$ cat config.mk
export PLATFORM = sky130hd
export DESIGN_NAME = multi_timer
export DESIGN_NICKNAME = d
export VERILOG_FILES = /design/src/rtl/multi_timer.sv
export SDC_FILE = /design/constraint.sdc
export NUM_CORES = 1
export LEC_CHECK = 0
export BUFFER_PORTS_ARGS = -buffer_cell sky130_fd_sc_hd__buf_4
export CORE_ASPECT_RATIO = 1.1
export CORE_MARGIN = 2
export CORE_UTILIZATION = 60
export CTS_CLUSTER_DIAMETER = 60
export CTS_CLUSTER_SIZE = 10
export DETAILED_ROUTE_END_ITERATION = 6
export PLACE_DENSITY = 0.78
export SYNTH_ARGS = -nofsm -noshare
export SYNTH_HDL_FRONTEND = slang
export SYNTH_SLANG_ARGS = --single-unit
$ cat constraint.sdc
create_clock -name clk -period 3.6 [get_ports clk]
set_input_delay 0.36 -clock clk [delete_from_list [all_inputs] [get_ports clk]]
set_output_delay 0.36 -clock clk [all_outputs]
set_load 0.005 [all_outputs]
$ cat src/rtl/multi_timer.sv
// multi_timer: CHANNELS independent countdown timers with reload, periodic
// mode, a per-channel power-of-two prescaler and a shared maskable interrupt.
// Register map per channel {channel, reg}: 0 LOAD, 1 COUNT (read-only),
// 2 CTRL {ps[6:4], irq_en[2], periodic[1], en[0]}, 3 STATUS (global, W1C).
module multi_timer #(
    parameter int CHANNELS = 4,
    parameter int WIDTH    = 32,
    localparam int AW      = $clog2(CHANNELS) + 2
) (
    input  logic                clk,
    input  logic                rst,
    input  logic [AW-1:0]       addr,
    input  logic                write,
    input  logic [WIDTH-1:0]    data_in,
    output logic [WIDTH-1:0]    data_out,
    output logic [CHANNELS-1:0] irq_pending,
    output logic                timer_interrupt
);

    localparam logic [AW-1:0] CH_LIMIT = AW'(CHANNELS);

    logic [WIDTH-1:0]    load_q  [CHANNELS];
    logic [WIDTH-1:0]    count_q [CHANNELS];
    logic [2:0]          ps_q    [CHANNELS];
    logic [6:0]          presc_q [CHANNELS];
    logic [CHANNELS-1:0] en_q;
    logic [CHANNELS-1:0] periodic_q;
    logic [CHANNELS-1:0] irq_en_q;
    logic [CHANNELS-1:0] pending_q;
    logic                irq_q;

    logic [AW-1:0]       ch_idx;
    logic [1:0]          reg_sel;
    logic                ch_valid;
    logic [CHANNELS-1:0] clear_mask;
    logic [CHANNELS-1:0] load_wr;
    logic [CHANNELS-1:0] ctrl_wr;
    logic [CHANNELS-1:0] active;
    logic [CHANNELS-1:0] tick;
    logic [CHANNELS-1:0] expire;
    logic [CHANNELS-1:0] irq_en_next;
    logic [CHANNELS-1:0] pending_next;

    assign ch_idx   = addr >> 2;
    assign reg_sel  = addr[1:0];
    assign ch_valid = (ch_idx < CH_LIMIT);

    assign irq_pending     = pending_q;
    assign timer_interrupt = irq_q;

    // Decode bus writes and work out which channels tick or expire this cycle.
    always_comb begin
        load_wr      = '0;
        ctrl_wr      = '0;
        active       = '0;
        tick         = '0;
        expire       = '0;
        irq_en_next  = irq_en_q;
        clear_mask   = (write && reg_sel == 2'd3) ? data_in[CHANNELS-1:0] : '0;
        for (int c = 0; c < CHANNELS; c++) begin
            load_wr[c]     = write && ch_valid && (ch_idx == AW'(c)) && (reg_sel == 2'd0);
            ctrl_wr[c]     = write && ch_valid && (ch_idx == AW'(c)) && (reg_sel == 2'd2);
            active[c]      = en_q[c] && (count_q[c] != '0);
            tick[c]        = active[c] && (presc_q[c] == ((7'd1 << ps_q[c]) - 7'd1));
            expire[c]      = tick[c] && (count_q[c] == WIDTH'(1));
            irq_en_next[c] = ctrl_wr[c] ? data_in[2] : irq_en_q[c];
        end
        pending_next = (pending_q & ~clear_mask) | expire;
    end

    // Channel state: a LOAD write overrides the count; a CTRL write only restarts the prescaler.
    always_ff @(posedge clk or negedge rst) begin
        if (!rst) begin
            for (int c = 0; c < CHANNELS; c++) begin
                load_q[c]  <= '0;
                count_q[c] <= '0;
                ps_q[c]    <= '0;
                presc_q[c] <= '0;
            end
            en_q       <= '0;
            periodic_q <= '0;
            irq_en_q   <= '0;
            pending_q  <= '0;
            irq_q      <= 1'b0;
        end else begin
            for (int c = 0; c < CHANNELS; c++) begin
                if (load_wr[c]) begin
                    load_q[c]  <= data_in;
                    count_q[c] <= data_in;
                    presc_q[c] <= '0;
                end else begin
                    if (tick[c]) begin
                        if (expire[c]) begin
                            count_q[c] <= periodic_q[c] ? load_q[c] : '0;
                        end else begin
                            count_q[c] <= count_q[c] - WIDTH'(1);
                        end
                    end
                    if (ctrl_wr[c]) begin
                        presc_q[c] <= '0;
                    end else if (active[c]) begin
                        presc_q[c] <= tick[c] ? 7'd0 : presc_q[c] + 7'd1;
                    end
                end
                if (ctrl_wr[c]) begin
                    en_q[c]       <= data_in[0];
                    periodic_q[c] <= data_in[1];
                    irq_en_q[c]   <= data_in[2];
                    ps_q[c]       <= data_in[6:4];
                end
            end
            pending_q <= pending_next;
            irq_q     <= |(pending_next & irq_en_next);
        end
    end

    // Zero-latency read mux; unimplemented channels read 0 except the STATUS alias.
    always_comb begin
        data_out = '0;
        if (reg_sel == 2'd3) begin
            data_out = WIDTH'(pending_q);
        end else begin
            for (int c = 0; c < CHANNELS; c++) begin
                if (ch_valid && (ch_idx == AW'(c))) begin
                    case (reg_sel)
                        2'd0:    data_out = load_q[c];
                        2'd1:    data_out = count_q[c];
                        2'd2:    data_out = WIDTH'({ps_q[c], 1'b0, irq_en_q[c], periodic_q[c], en_q[c]});
                        default: data_out = '0;
                    endcase
                end
            end
        end
    end

endmodule

Word level (Yosys, flattened, before mapping)

Index checks and enable logic that the tools add are counted.

Flip-flop bits (word level): 313
Input port bits: 39
Output and inout bits: 37
Word-level logic and storage cells: 153

$add $sub $neg: 12
$lt $le $gt $ge: 1
Equality and inequality tests: 14
Shifts and indexed selects: 4
Multiplexer cells: 46
Bitwise logic cells: 4
Reduce and logical (&&, ||, !) cells: 45

Operators by type and width:

| kind                                                | count |
|---|---|
| 2-to-1 mux 32 bit                                   | 21 |
| one-hot mux 32 bit (3 select lines)                 | 4 |
| == test 32 x 1 -> 1 bit (second input constant)     | 4 |
| nonzero test 32 bit                                 | 4 |
| subtractor 32 x 1 -> 32 bit (second input constant) | 4 |
| 2-to-1 mux 7 bit                                    | 16 |
| logical AND 1 bit                                   | 30 |
| adder 7 x 1 -> 7 bit (second input constant)        | 4 |
| == test 7 bit                                       | 4 |
| << shifter 1 x 3 -> 7 bit (first input constant)    | 4 |
| subtractor 7 x 1 -> 7 bit (second input constant)   | 4 |
| nonzero test 3 bit                                  | 4 |
| bitwise AND 4 bit                                   | 2 |
| == test 2 bit (second input constant)               | 4 |
| nonzero test 2 bit                                  | 4 |
| == test 2 x 1 -> 1 bit (second input constant)      | 2 |
| logical NOT 4 bit                                   | 1 |
| 2-to-1 mux 1 bit                                    | 4 |
| 2-to-1 mux 4 bit                                    | 1 |
| NOT 4 bit                                           | 1 |
| bitwise OR 4 bit                                    | 1 |
| OR reduction 4 bit                                  | 1 |
| < comparator 2 x 3 -> 1 bit (second input constant) | 1 |
| logical NOT 2 bit                                   | 1 |

Depth between registers and ports, before layout

Depth after elaboration: 8
Depth in mapped cells: 14
Gate-level depth less buffers: 10

Least setup slack after synthesis

Ideal clock, no wire load.

Kind: flip-flop to flip-flop
Start: reg ps_q[7] in the netlist's numbering
End: reg count_q[93] in the netlist's numbering
Library setup time: 82 ps
Arrival time: 2974 ps
Required time: 3518 ps
Path slack: 544 ps
Cell stages (with the launch flop): 14
Buffers on the path: 4
Clock period less this slack: 3056 ps
Cells stage by stage: dfrtp_1 -> clkbuf_1 -> or3_1 -> ha_1 -> clkbuf_1 -> or3_1 -> a21oi_1 -> o221ai_1 -> a211oi_1 -> and2_1 -> buf_2 -> buf_2 -> o21ai_0 -> a31oi_1

Longest elaborated chain between the ends: 8
Elaborated cells between the ends (all ways): 9
Classes of those cells: add/sub (1); eq/ne (1); shift (1); mux (3); reduce/logical (3)

Ends and longest elaborated chain:

| element                         | line | text |
|---|---|---|
| start, declared                 | 24   | `logic [2:0] ps_q [CHANNELS];` |
| start signal, assigned by index | 109  | `ps_q[c] <= data_in[6:4];` |
| << shifter 1 x 3 -> 7 bit *     | 64   | `tick[c] = active[c] && (presc_q[c] == ((7'd1 << ps_q[c]) - 7'd1));` |
| subtractor 7 x 1 -> 7 bit *     | 64   |  |
| == test 7 bit *                 | 64   |  |
| logical AND 1 bit *             | 64   |  |
| logical AND 1 bit               | 65   | `expire[c] = tick[c] && (count_q[c] == WIDTH'(1));` |
| 2-to-1 mux 32 bit               | 93   | `if (expire[c]) begin` |
| 2-to-1 mux 32 bit               | 92   | `if (tick[c]) begin` |
| 2-to-1 mux 32 bit               | 87   | `if (load_wr[c]) begin` |
| end signal, assigned by index   | 89   | `count_q[c] <= data_in;` |
| end signal, assigned by index   | 94   | `count_q[c] <= periodic_q[c] ? load_q[c] : '0;` |
| end signal, assigned by index   | 96   | `count_q[c] <= count_q[c] - WIDTH'(1);` |
| end, declared                   | 23   | `logic [WIDTH-1:0] count_q [CHANNELS];` |

Every way passes the cells marked *; elsewhere a longest branch is shown, timed or not. The select of a mux whose other input is x is not followed.
A chain may end at the register's enable or synchronous reset.

Final worst setup path

Start: reg ps_q[1] in the netlist's numbering
End: reg count_q[11] in the netlist's numbering

The elaborated chain is that of the path after synthesis.

==> impl_metrics.ini <==
[synth]
synth_ff_type = dfrtp_1
synthAdderAreaFrac_pct = 1.170
yosysWarnings = 0
synthArstFlopShare_pct = 100.0
syn_avg_cell_area_um2 = 8.058
synth_compound_area_share_pct = 20.79
yosys.area_share.simple_pct = 24.71
ys_seq_area_share_pct = 38.56
synth_cell_types = 91
synth_edf_count = 0
syn_nets = 2579
synthMuxAreaShare_pct = 7.829
synthXorXnorAreaFrac_pct = 2.458
syn_area_um2 = 20310
synth-seq-cells = 313
syn_inst = 2521
synth_top_family_by_area = simple AND/OR/NAND/NOR gates

[cts]
clock_latency_ns = 0.54
cts-root-buf = clkbuf_16
cts_tree = done
cts.sinks = 313
numCtsBuffers = 38
post_cts_buffers = 0
cts_hold_buf = 1
clk_pin_slew_ns = 0.06
ctsResizeCount = 0
h-tree-depth = 2
cts_buffer_depth = 3

[sta]
finalMaxSlewViolations = 0
min_period_ns = 3.315
rsz0062_at_grt = no
skew_ns = 0.02182
hold_violations = 0
slew_headroom_pct = 44.84
max_freq_mhz = 301.6
setup_viol = 0
tns_ns = 0
fin_crit_sh_pct = 92.09
tightest_slew_ns = 0.8188

[cells_and_area]
antenna_cells = 0
multi_input_area_um2 = 11610
area_growth_pct = 10.25
seqCellArea_um2 = 7833
fillCellCount = 2749
final_nets = 2568
post-route-util_pct = 67.29
stdcell_count = 2951
drive_above_1_share_pct = 11.87

[power]
powerDensity_nw_per_um2 = 576.4
leakage_uw = 0.009659
netSwitchingFraction_pct = 37.38
pwr-share-clk_pct = 27.3
power.switching_uw = 4825
p_int_uw = 8083
power.total_uw = 12910
seqPwrFrac_pct = 44.4
peakVddDrop_mv = 0.3670
power_frac_comb_pct = 28.3

[grt]
grt.overflow.total = 0
grt_usage_pct = 40.40
grt_first_pass_wirelength_um = 111800
grt_pass1_vias = 19440
grt_max_degree = 88
antenna_found_initial = 0

[floorplan]
io_pins = 76
die_h_um = 197.0
core-area_um2 = 33280
fp.dieW_um = 179.4
dieArea_um2 = 35350
rows = 70
initial_core_util_pct = 61.03

[min_path]
worstHoldStart = data_in[10]
hold_class = in -> reg

[critical_path]
worstPathCellList = or3_1 -> ha_1 -> xnor2_1 -> xnor2_1 -> a211oi_1 -> o211a_1 -> and2_1 -> buf_4 -> nand2_1 -> o211ai_1
slowest_delay_ns = 0.53
worst_path_most_repeated_cell = xnor2_1
reg2reg_from = ps_q[1]$_DFFE_PN0P_
crit_start = ps_q[1]$_DFFE_PN0P_
critPathKind = reg -> reg
worstPathArrival_ns = 3.76
cp.required_ns = 4.05
start_kind = register
end_kind = register
slowest_stage = dfrtp_1
critPathMaxFanout = 24

[detailed_routing]
ant_nets = 0
drt_iter0_drc = 2650
vias = 20559
finalWirelength_um = 71710
drt-wirelength-per-cell_um = 24.30
drc_errors = 0
drtPass1Iterations = 7
avgViaCountPerCell = 6.967

[flow_run]
drv_cap = 0

[placement]
hpwl_um = 49890
io_buffer_count = 75
placed_cells = 2901
gp_congestion = 1.000

[outcome]
outcome = finished, final reports clean
-- cells in the mapped netlist, types with 16 or more instances --
cell      instances  area, um2
and3_1           26      162.7
nor4_1           32      200.2
mux4_2           34      765.7
or3_1            20      125.1
mux2i_1          52      520.5
nor3_1           67      335.3
nor2b_1          17      106.4
clkbuf_1        146      548.0
nand2_1         503       1888
a31oi_1          40      250.2
or4_1            18      135.1
o22ai_1          18      112.6
xnor2_1          34      297.8
nand3_1          93      465.5
nor2_1          192      720.7
nand2b_1         16      100.1
o21ai_0         246       1231
a21oi_1         237       1186
inv_1            28      105.1
dfrtp_1         313       7833
mux2_2           27      304.0
buf_2            31      155.2
ha_1             19      237.7
xor2_1           23      201.4
o21ai_1          17      85.08
-- stage by stage --
stage          hold slack, ns  setup slack [ns]  cell area (um2)
2_1_floorplan         0.06441            0.5443            20310
3_3_place_gp           0.3523            0.4421            21290
3_5_place_dp           0.3521            0.3513            21290
4_1_cts                0.1046            0.3462            22400
5_1_grt                0.1209           0.07382            22400
6_report               0.1054            0.2849            22400
-- power groups by stage --
stage / Sequential, uW / Combinational (uW) / Clock, uW
floorplan: 5170 / 2700 / 0
global placement: 5670 / 3430 / 0
detailed placement: 5720 / 3560 / 0
CTS: 5670 / 3590 / 3560
global route: 5850 / 4010 / 3700
finish: 5730 / 3660 / 3530
-- registers in the layout, summed over array words and instances (netlist names) --
register / cells
count_q: 128
en_q: 4
presc_q: 28
load_q: 128
irq_en_q: 4
timer_interrupt: 1
irq_pending: 4
ps_q: 12
periodic_q: 4
-- metal layers --
metal	up-vias	GRT usage [%]	routed length, um
met5	-	0	0
met4	0	27.55	5786
met3	313	7.465	8403
met2	1454	59.30	30830
met1	9774	54.70	26680
li1	9018	-	-
-- cells in the final DEF (no fill, tap or decap), types with 27 or more instances in the layout --
cell         n
xnor2_1     34
inv_1       28
a21oi_1    237
mux2i_1     52
nor2_1     190
mux4_2      34
a31oi_1     40
clkbuf_16   41
o21ai_0    246
mux2_2      27
nand3_1     93
dfrtp_1    313
nor3_1      64
buf_4      135
nor4_1      32
nand2_1    500
-- cell type report --
type / instances / area share (%)
multi-input combinational: 1983 / 51.83
sequential: 313 / 34.97
timing repair buffer: 146 / 5.442
clock buffer: 47 / 4.816
tap: 432 / 2.414
inverter: 28 / 0.4693
clock inverter: 2 / 0.05587
-- cells by family after synthesis --
family,count (synthesis)
simple gates,1077
compound gates,717
flops,313
buf+inv,225
mux,113
xor+xnor,57
fa+ha+maj,19
-- path summary, 6_finish.rpt --
check	to	slack, ns	depth (start not counted)
setup / recovery	count_q[11]$_DFFE_PN0P_	0.28	10
hold / removal	load_q[106]$_DFFE_PN0P_	0.11	3
setup reg to reg	count_q[11]$_DFFE_PN0P_	0.28	10
hold reg to reg	load_q[80]$_DFFE_PN0P_	0.49	2
max in group asynchronous	load_q[81]$_DFFE_PN0P_	2.32	3
min in group asynchronous	presc_q[12]$_DFFE_PN0P_	0.38	2
-- worst max-delay path, delay by kind of cell, from the launching register on --
kind | cells | cell delay, ns
flops | 1 | 0.53
xor+xnor | 2 | 0.33
fa+ha+maj | 1 | 0.30
buf+inv | 1 | 0.33
simple gates | 3 | 0.79
compound gates | 3 | 0.95
Power figures use the tool's default switching activity.
